File: config.mk
export PLATFORM = sky130hd
export DESIGN_NAME = spi_bus_arbiter
export DESIGN_NICKNAME = d
export VERILOG_FILES = /design/src/rtl/spi_bus_arbiter.sv
export SDC_FILE = /design/constraint.sdc
export NUM_CORES = 1
export LEC_CHECK = 0
export CAP_MARGIN = 40
export CORE_MARGIN = 5
export CORE_UTILIZATION = 34
export CTS_BUF_LIST = sky130_fd_sc_hd__clkbuf_8 sky130_fd_sc_hd__clkbuf_16
export CTS_CLUSTER_SIZE = 12
export DETAILED_ROUTE_END_ITERATION = 8
export PLACE_DENSITY_LB_ADDON = 0.15
export SLEW_MARGIN = 20
export SYNTH_ARGS = -nofsm -noshare
export SYNTH_HDL_FRONTEND = slang
export SYNTH_SLANG_ARGS = --single-unit
File: constraint.sdc
create_clock -name clk_i -period 1.1 [get_ports clk_i]
set_input_delay 0.11 -clock clk_i [delete_from_list [all_inputs] [get_ports clk_i]]
set_output_delay 0.11 -clock clk_i [all_outputs]
set_load 0.005 [all_outputs]
File: src/rtl/spi_bus_arbiter.sv
// -----------------------------------------------------------------------------
// spi_bus_arbiter
//
// Shares one physical SPI bus (SCK/COPI/CIPO) between NumReq SPI host
// requesters. Each requester owns one device chip select. The bus is granted
// round-robin, one transaction at a time, and a guard gap with every chip
// select high separates consecutive owners.
//
// Optional feature macro: SPI_ARB_TIMEOUT_EN
//   Defined     : a grant is forcibly released after TimeoutCycles cycles of
//                 another request waiting, and timeout_o pulses for one cycle.
//   Not defined : no timeout counter, timeout_o stays 0, a grant lasts until
//                 done or abandon.
//
// Ports:
//   clk_i        system clock
//   rst_ni       asynchronous active-low reset
//   req_i        per-requester bus request (level, held until done)
//   done_i       per-requester end-of-transaction pulse
//   gnt_o        one-hot registered grant
//   req_sck_i    per-requester SCK
//   req_copi_i   per-requester COPI
//   req_cs_ni    per-requester active-low chip select
//   req_cipo_o   CIPO returned to each requester (only the owner sees data)
//   spi_sck_o    shared bus SCK
//   spi_copi_o   shared bus COPI
//   spi_cipo_i   shared bus CIPO
//   spi_cs_no    device chip selects, active low
//   busy_o       high while a grant or guard gap is in progress
//   owner_o      index of the current or last owner
//   timeout_o    one-cycle pulse on a forced release
// -----------------------------------------------------------------------------
module spi_bus_arbiter #(
  parameter int NumReq        = 2,
  parameter int CsIdleCycles  = 4,
  parameter int TimeoutCycles = 1024
) (
  input  logic                      clk_i,
  input  logic                      rst_ni,
  input  logic [NumReq-1:0]         req_i,
  input  logic [NumReq-1:0]         done_i,
  output logic [NumReq-1:0]         gnt_o,
  input  logic [NumReq-1:0]         req_sck_i,
  input  logic [NumReq-1:0]         req_copi_i,
  input  logic [NumReq-1:0]         req_cs_ni,
  output logic [NumReq-1:0]         req_cipo_o,
  output logic                      spi_sck_o,
  output logic                      spi_copi_o,
  input  logic                      spi_cipo_i,
  output logic [NumReq-1:0]         spi_cs_no,
  output logic                      busy_o,
  output logic [$clog2(NumReq)-1:0] owner_o,
  output logic                      timeout_o
);

  localparam int OwnW   = $clog2(NumReq);
  localparam int GuardW = (CsIdleCycles > 1) ? $clog2(CsIdleCycles) : 1;

  // Guard counter reload: counting down to zero inclusive gives exactly
  // CsIdleCycles cycles in the guard state.
  localparam logic [GuardW-1:0] GuardLoad =
    (CsIdleCycles > 0) ? GuardW'(CsIdleCycles - 1) : {GuardW{1'b0}};

  localparam logic [1:0] StIdle  = 2'd0;
  localparam logic [1:0] StGrant = 2'd1;
  localparam logic [1:0] StGuard = 2'd2;

  logic [1:0]        state_r, state_s;
  logic [NumReq-1:0] gnt_r, gnt_s;
  logic [OwnW-1:0]   owner_r, owner_s;
  logic [OwnW-1:0]   ptr_r, ptr_s;
  logic [GuardW-1:0] guard_r, guard_s;
  logic              timeout_r, timeout_s;
  logic              busy_r;

  logic              pick_valid_s;
  logic [OwnW-1:0]   pick_idx_s;
  logic [OwnW:0]     cand_s;
  logic              release_s;
  logic              to_hit_s;

  // Owner finished or abandoned; both in one cycle is still one release.
  assign release_s = done_i[owner_r] | ~req_i[owner_r];

`ifdef SPI_ARB_TIMEOUT_EN
  localparam int ToW = $clog2(TimeoutCycles + 1);

  logic [ToW-1:0] to_cnt_r;
  logic           others_s;

  // Another requester is waiting while the current owner holds the bus.
  assign others_s = |(req_i & ~gnt_r);
  assign to_hit_s = (state_r == StGrant) && (to_cnt_r == ToW'(TimeoutCycles));

  // Grant-length counter: zero outside GRANT so every grant starts from 0.
  always_ff @(posedge clk_i or negedge rst_ni) begin
    if (!rst_ni) begin
      to_cnt_r <= {ToW{1'b0}};
    end else if (state_r != StGrant) begin
      to_cnt_r <= {ToW{1'b0}};
    end else if (others_s && !to_hit_s) begin
      to_cnt_r <= to_cnt_r + ToW'(1);
    end else begin
      to_cnt_r <= to_cnt_r;
    end
  end
`else
  logic unused_timeout_cfg_s;

  assign to_hit_s             = 1'b0;
  assign unused_timeout_cfg_s = (TimeoutCycles > 0);
`endif

  // Round-robin search: first set request upward from pointer+1, wrapping.
  always_comb begin
    pick_valid_s = 1'b0;
    pick_idx_s   = ptr_r;
    cand_s       = {(OwnW+1){1'b0}};
    for (int k = 1; k <= NumReq; k++) begin
      cand_s = {1'b0, ptr_r} + (OwnW+1)'(k);
      if (cand_s >= (OwnW+1)'(NumReq)) begin
        cand_s = cand_s - (OwnW+1)'(NumReq);
      end else begin
        cand_s = cand_s;
      end
      if (!pick_valid_s && req_i[cand_s[OwnW-1:0]]) begin
        pick_valid_s = 1'b1;
        pick_idx_s   = cand_s[OwnW-1:0];
      end else begin
        pick_valid_s = pick_valid_s;
      end
    end
  end

  // Next-state logic for the IDLE / GRANT / GUARD controller.
  always_comb begin
    state_s   = state_r;
    gnt_s     = gnt_r;
    owner_s   = owner_r;
    ptr_s     = ptr_r;
    guard_s   = guard_r;
    timeout_s = 1'b0;
    case (state_r)
      StIdle: begin
        if (pick_valid_s) begin
          gnt_s   = {{(NumReq-1){1'b0}}, 1'b1} << pick_idx_s;
          owner_s = pick_idx_s;
          ptr_s   = pick_idx_s;
          state_s = StGrant;
        end else begin
          state_s = StIdle;
        end
      end
      StGrant: begin
        if (release_s || to_hit_s) begin
          gnt_s     = {NumReq{1'b0}};
          // A regular release in the same cycle takes precedence.
          timeout_s = to_hit_s & ~release_s;
          if (CsIdleCycles > 0) begin
            state_s = StGuard;
            guard_s = GuardLoad;
          end else begin
            state_s = StIdle;
          end
        end else begin
          state_s = StGrant;
        end
      end
      StGuard: begin
        gnt_s = {NumReq{1'b0}};
        if (guard_r == {GuardW{1'b0}}) begin
          state_s = StIdle;
        end else begin
          guard_s = guard_r - GuardW'(1);
        end
      end
      default: begin
        state_s = StIdle;
        gnt_s   = {NumReq{1'b0}};
      end
    endcase
  end

  // Controller state and registered status outputs.
  always_ff @(posedge clk_i or negedge rst_ni) begin
    if (!rst_ni) begin
      state_r   <= StIdle;
      gnt_r     <= {NumReq{1'b0}};
      owner_r   <= {OwnW{1'b0}};
      ptr_r     <= OwnW'(NumReq - 1);
      guard_r   <= {GuardW{1'b0}};
      timeout_r <= 1'b0;
      busy_r    <= 1'b0;
    end else begin
      state_r   <= state_s;
      gnt_r     <= gnt_s;
      owner_r   <= owner_s;
      ptr_r     <= ptr_s;
      guard_r   <= guard_s;
      timeout_r <= timeout_s;
      busy_r    <= (state_s != StIdle);
    end
  end

  // Bus mux driven from the registered one-hot grant, so reset deasserts
  // every chip select immediately and nothing leaks outside GRANT.
  always_comb begin
    spi_sck_o  = |(gnt_r & req_sck_i);
    spi_copi_o = |(gnt_r & req_copi_i);
    spi_cs_no  = {NumReq{1'b1}};
    req_cipo_o = {NumReq{1'b0}};
    for (int i = 0; i < NumReq; i++) begin
      if (gnt_r[i]) begin
        spi_cs_no[i]  = req_cs_ni[i];
        req_cipo_o[i] = spi_cipo_i;
      end else begin
        spi_cs_no[i]  = 1'b1;
        req_cipo_o[i] = 1'b0;
      end
    end
  end

  assign gnt_o     = gnt_r;
  assign owner_o   = owner_r;
  assign busy_o    = busy_r;
  assign timeout_o = timeout_r;

endmodule

Word-level counts from Yosys, hierarchy flattened
Cells that the tools add are included.

storage, ports and cells
  memories = 0
  bits in latches = 0
  bits of input ports = 13
  output and inout bits = 11
  memory bits (writable) = 0
  ROM bits = 0
  register bits = 9
  word-level logic and storage cells = 65

operators by class
  mux-type cells = 28
  shift-type cells = 1
  add/subtract/negate cells = 5
  order comparisons = 5
  multipliers = 0
  equality and inequality tests = 5
  reductions and logical operators = 11
  bitwise operators = 4
  div/mod/pow operators = 0

operators by type and width
  kind                                                                          count
  1-bit 2-to-1 mux                                                              19
  2-bit 2-to-1 mux                                                              6
  2-bit one-hot mux with 2 select lines                                         2
  1-bit by 2-bit less-than comparator with 1-bit output, second input constant  3
  2-bit inequality test, second input constant                                  3
  2-bit one-hot mux with 3 select lines                                         1
  2-bit AND                                                                     2
  2-bit >= comparator, second input constant                                    2
  2-bit zero test                                                               2
  2-bit AND reduction                                                           2
  2-bit nonzero test                                                            2
  2-bit OR reduction                                                            2
  3-bit AND reduction                                                           1
  1-bit by 1-bit adder with 2-bit output, second input constant                 1
  1-bit by 2-bit adder with 2-bit output, second input constant                 1
  2-bit by 1-bit == test with 1-bit output, second input constant               1
  2-bit == test, second input constant                                          1
  1-bit by 1-bit << shifter with 2-bit output, first input constant             1
  1-bit subtractor, second input constant                                       2
  2-bit by 1-bit subtractor with 2-bit output, second input constant            1
  1-bit logical AND                                                             1
  1-bit zero test                                                               1
  1-bit NOT                                                                     1
  1-bit OR                                                                      1

Logic depth before layout (Yosys ltp)
  word-level depth = 12
  mapped depth = 5
  depth with buffers taken out = 5

Worst setup path before layout
No wires, ideal clock.

  kind = register to register
  from = reg guard_r[0]
  to = reg guard_r[0]
  setup slack = -116 ps
  arrival time = 1078 ps
  period minus slack after synthesis = 1216 ps
  required time = 962 ps
  setup time = 138 ps
  path buffers = 0
  cell stages (with the launch flop) = 6
  cell sequence = dfrtp_1 inv_1 ha_1 and2b_1 mux2i_1 o221ai_1

on the way
  longest elaborated chain between the ends = 3
  elaborated cells on any way between the ends = 6
  those cells by class = 1 x add/sub; 1 x eq/ne; 2 x mux; 2 x reduce/logical

ends and longest elaborated chain
  item                                                                                   line      RTL
  start: declaration                                                                     72        logic [GuardW-1:0] guard_r, guard_s;
  start signal: assignment                                                               191       guard_r <= {GuardW{1'b0}};
  start signal: assignment                                                               199       guard_r <= guard_s;
  2-bit by 1-bit subtractor with 2-bit output / 2-bit zero test (equally long branches)  174, 171
  2-bit 2-to-1 mux / 2-bit inequality test (equally long branches)                       --
  2-bit one-hot mux with 2 select lines / 3-bit AND reduction (equally long branches)    --

Several ways; a longest one is shown, not always the timed one. The select of a mux whose other input is x is not followed.
A chain may end at the register's enable or synchronous reset.

Worst setup path in the final report
  from = reg guard_r[1]
  to = reg guard_r[1]

Same word-level chain as after synthesis.

==> run metrics <==
Seq cells post-synth 9; chip width ~50 µm; Setup crit end kind flip-flop; die area approximately 0.0024 mm²; Post-synth top cells dfrtp_1 (8), nor2_1 (6), inv_1 (5), nand2b_1 (5); final-report max-slew violation count 0; Die Y 48.61 µm; met3 Use GR 6.442%; Worst Hold Class in -> async; Placed Cells incl. Taps 97; Setup Viol. Count Final 9; Max Cap Viol 0; Tmin final 1262 ps; detailed placement HPWL 1.001 mm; CTS root buf clkbuf_8; wire per inst 13.81 µm; pin count of the biggest net entering global routing 10; Startpoint Class flip-flop; Layout Nets 109; Core Box Area ~0.0015 mm²; first-pass GRT wire length 2.746 mm; CP peak stage delay ~360 ps; GRT Resource Usage Total 15.23%; Max VDD drop 1.703 mV; Yosys top cell by area dfrtp_1; WP buf/inv 1; gr ovfl total 0; top-area cell type share of the netlist area 39.51%; Pwr per Cell Area 2467 mW/mm²; most frequent cell after synthesis dfrtp_1; top cells by area, synth dfrtp_1 (40%), nand2b_1 (6.2%), dfstp_2 (5.2%), a22o_1 (5.2%), nor2_1 (4.4%); worst skew pair latency about 230 ps; delay-heaviest family, CP flip-flops; total power roughly 0.0024 W; P_leak 0.4667 nW; ANT cells 0; gpl congestion 0.8074; Hold Vio Cnt, Final 0; IO Port Bufs 22; Cell variety after synth 22; Synth-to-Final Area Change 89.88%; GRT busiest layer met2; Worst Path Arrival roughly 1400 ps; H-tree levels 1; Mapped Cells 52; initial antenna violation count 0; Starting Density 34.85%; # IOs 24; detailed-route via count 564; violated checks setup timing; Synthesized Nets 66; fin cells 110; pre-CTS WS -218.6 ps; Hold Slack 163.2 ps; prevailing post-synth register cell dfrtp_1; GR Layer Usage met1 16.38%; sequential area share after synthesis between 40 and 50%; Worst EP required roughly 1200 ps; Clock transition at path regs 40 ps; met2 Use GR between 20% and 30%; CTS tree done; Clock Tree Buf Depth 2; Cell Area, Synth 506.7 µm²; synth warn 0; WL final 1.519 mm; syn avg cell area 9.745 µm²; Initial DRC Count 12; vias per cell 5.127; drt first pass iters 4; clock skew around 5.3 ps; share of layout cells above drive strength 1 roughly 44%; slowest library cell on the worst path dfrtp_1; crit-path cells inv_2 > ha_4 > and2b_2 > mux2i_1 > o221ai_1; Crit Path Max Fanout 2; async set-reset flop share out of synthesis 100.0%; Routed Antenna Nets 0; Crit Path Class reg -> reg; vias in the first global route just under 600; Post-synth EDFFs 0; final period utilization 114.7%; CTS buffer count 3; setup total negative slack -689.8 ps; fin worst setup slack -162.1 ps; Fmax 0.7923 GHz; CTS Sinks 9; residual DRC count 0; cell row count 14; RSZ-0062 raised after global routing true; outcome finished, violations left
-- registers in the layout, indices dropped and copies added (netlist names) --
register / count
owner_o: 1
state_r: 2
busy_o: 1
guard_r: 2
ptr_r: 1
gnt_o: 2
-- per-layer routing --
| layer | wire length [µm] | up-vias |
|---|---|---|
| met5 | 0 | - |
| met4 | 29 | 0 |
| met3 | 111 | 5 |
| met2 | 752 | 24 |
| met1 | 625 | 265 |
| li1 | - | 270 |
-- layout by cell type, fill, tap and decap left out, types with 3 or more instances in the layout --
cell / instances
buf_4: 10
buf_2: 3
a22o_1: 3
nor2_1: 6
clkdlybuf4s50_1: 11
dfrtp_1: 7
inv_1: 4
clkbuf_8: 3
a21oi_1: 3
buf_6: 11
nand2b_1: 4
-- metrics by stage --
stage	utilization [%]	area, µm²
after CTS	66.35	964.7
after global placement	55.34	804.5
after floorplan	-	509.2
after detailed placement	55.34	804.5
after global routing	66.18	962.2
final	66.18	962.2
-- power breakdown --
part / switching, W / total (W) / internal (W)
registers: 0.000149 / 0.000647 / 0.000498
clock network: 0.000124 / 0.000366 / 0.000242
logic: 0.000532 / 0.00136 / 0.000828
total: 0.000805 / 0.00237 / 0.00157
-- cells by family after synthesis --
group,share of synthesized area (%)
AO/OA/AOI/OAI,24.20
other,0.7400
flip-flops,44.69
multiplexers,3.951
adder cells (fa/ha/maj),2.469
buffers and inverters,6.173
AND/OR/NAND/NOR,17.78
-- worst paths after layout --
check	from	end	slack [ps]	cells after the start
max reg2reg	guard_r[1]	guard_r[1]	-160	5
min in group clk_i	req_i[1]	owner_o	380	4
min	rst_ni	gnt_o[0]	160	1
max	guard_r[1]	guard_r[1]	-160	5
min reg2reg	guard_r[1]	guard_r[1]	550	2
max in group asynchronous	rst_ni	ptr_r	620	1
-- timing repair --
item,in CTS,in global routing
pin swaps,5,3
hold buffers,0,0
resized for setup,46,7
buffers inserted,10,0
endpoints found under the setup margin,16,11
-- cell type report --
cell class | count | area [µm²]
multi-input combinational | 36 | 286.5
timing repair buffer | 40 | 364.1
clock inverter | 1 | 3.754
tap | 16 | 20.02
fill | 125 | 491.7
sequential | 9 | 227.7
clock buffer | 3 | 41.29
inverter | 5 | 18.77
Note: power is estimated with default switching activity, not from simulation.
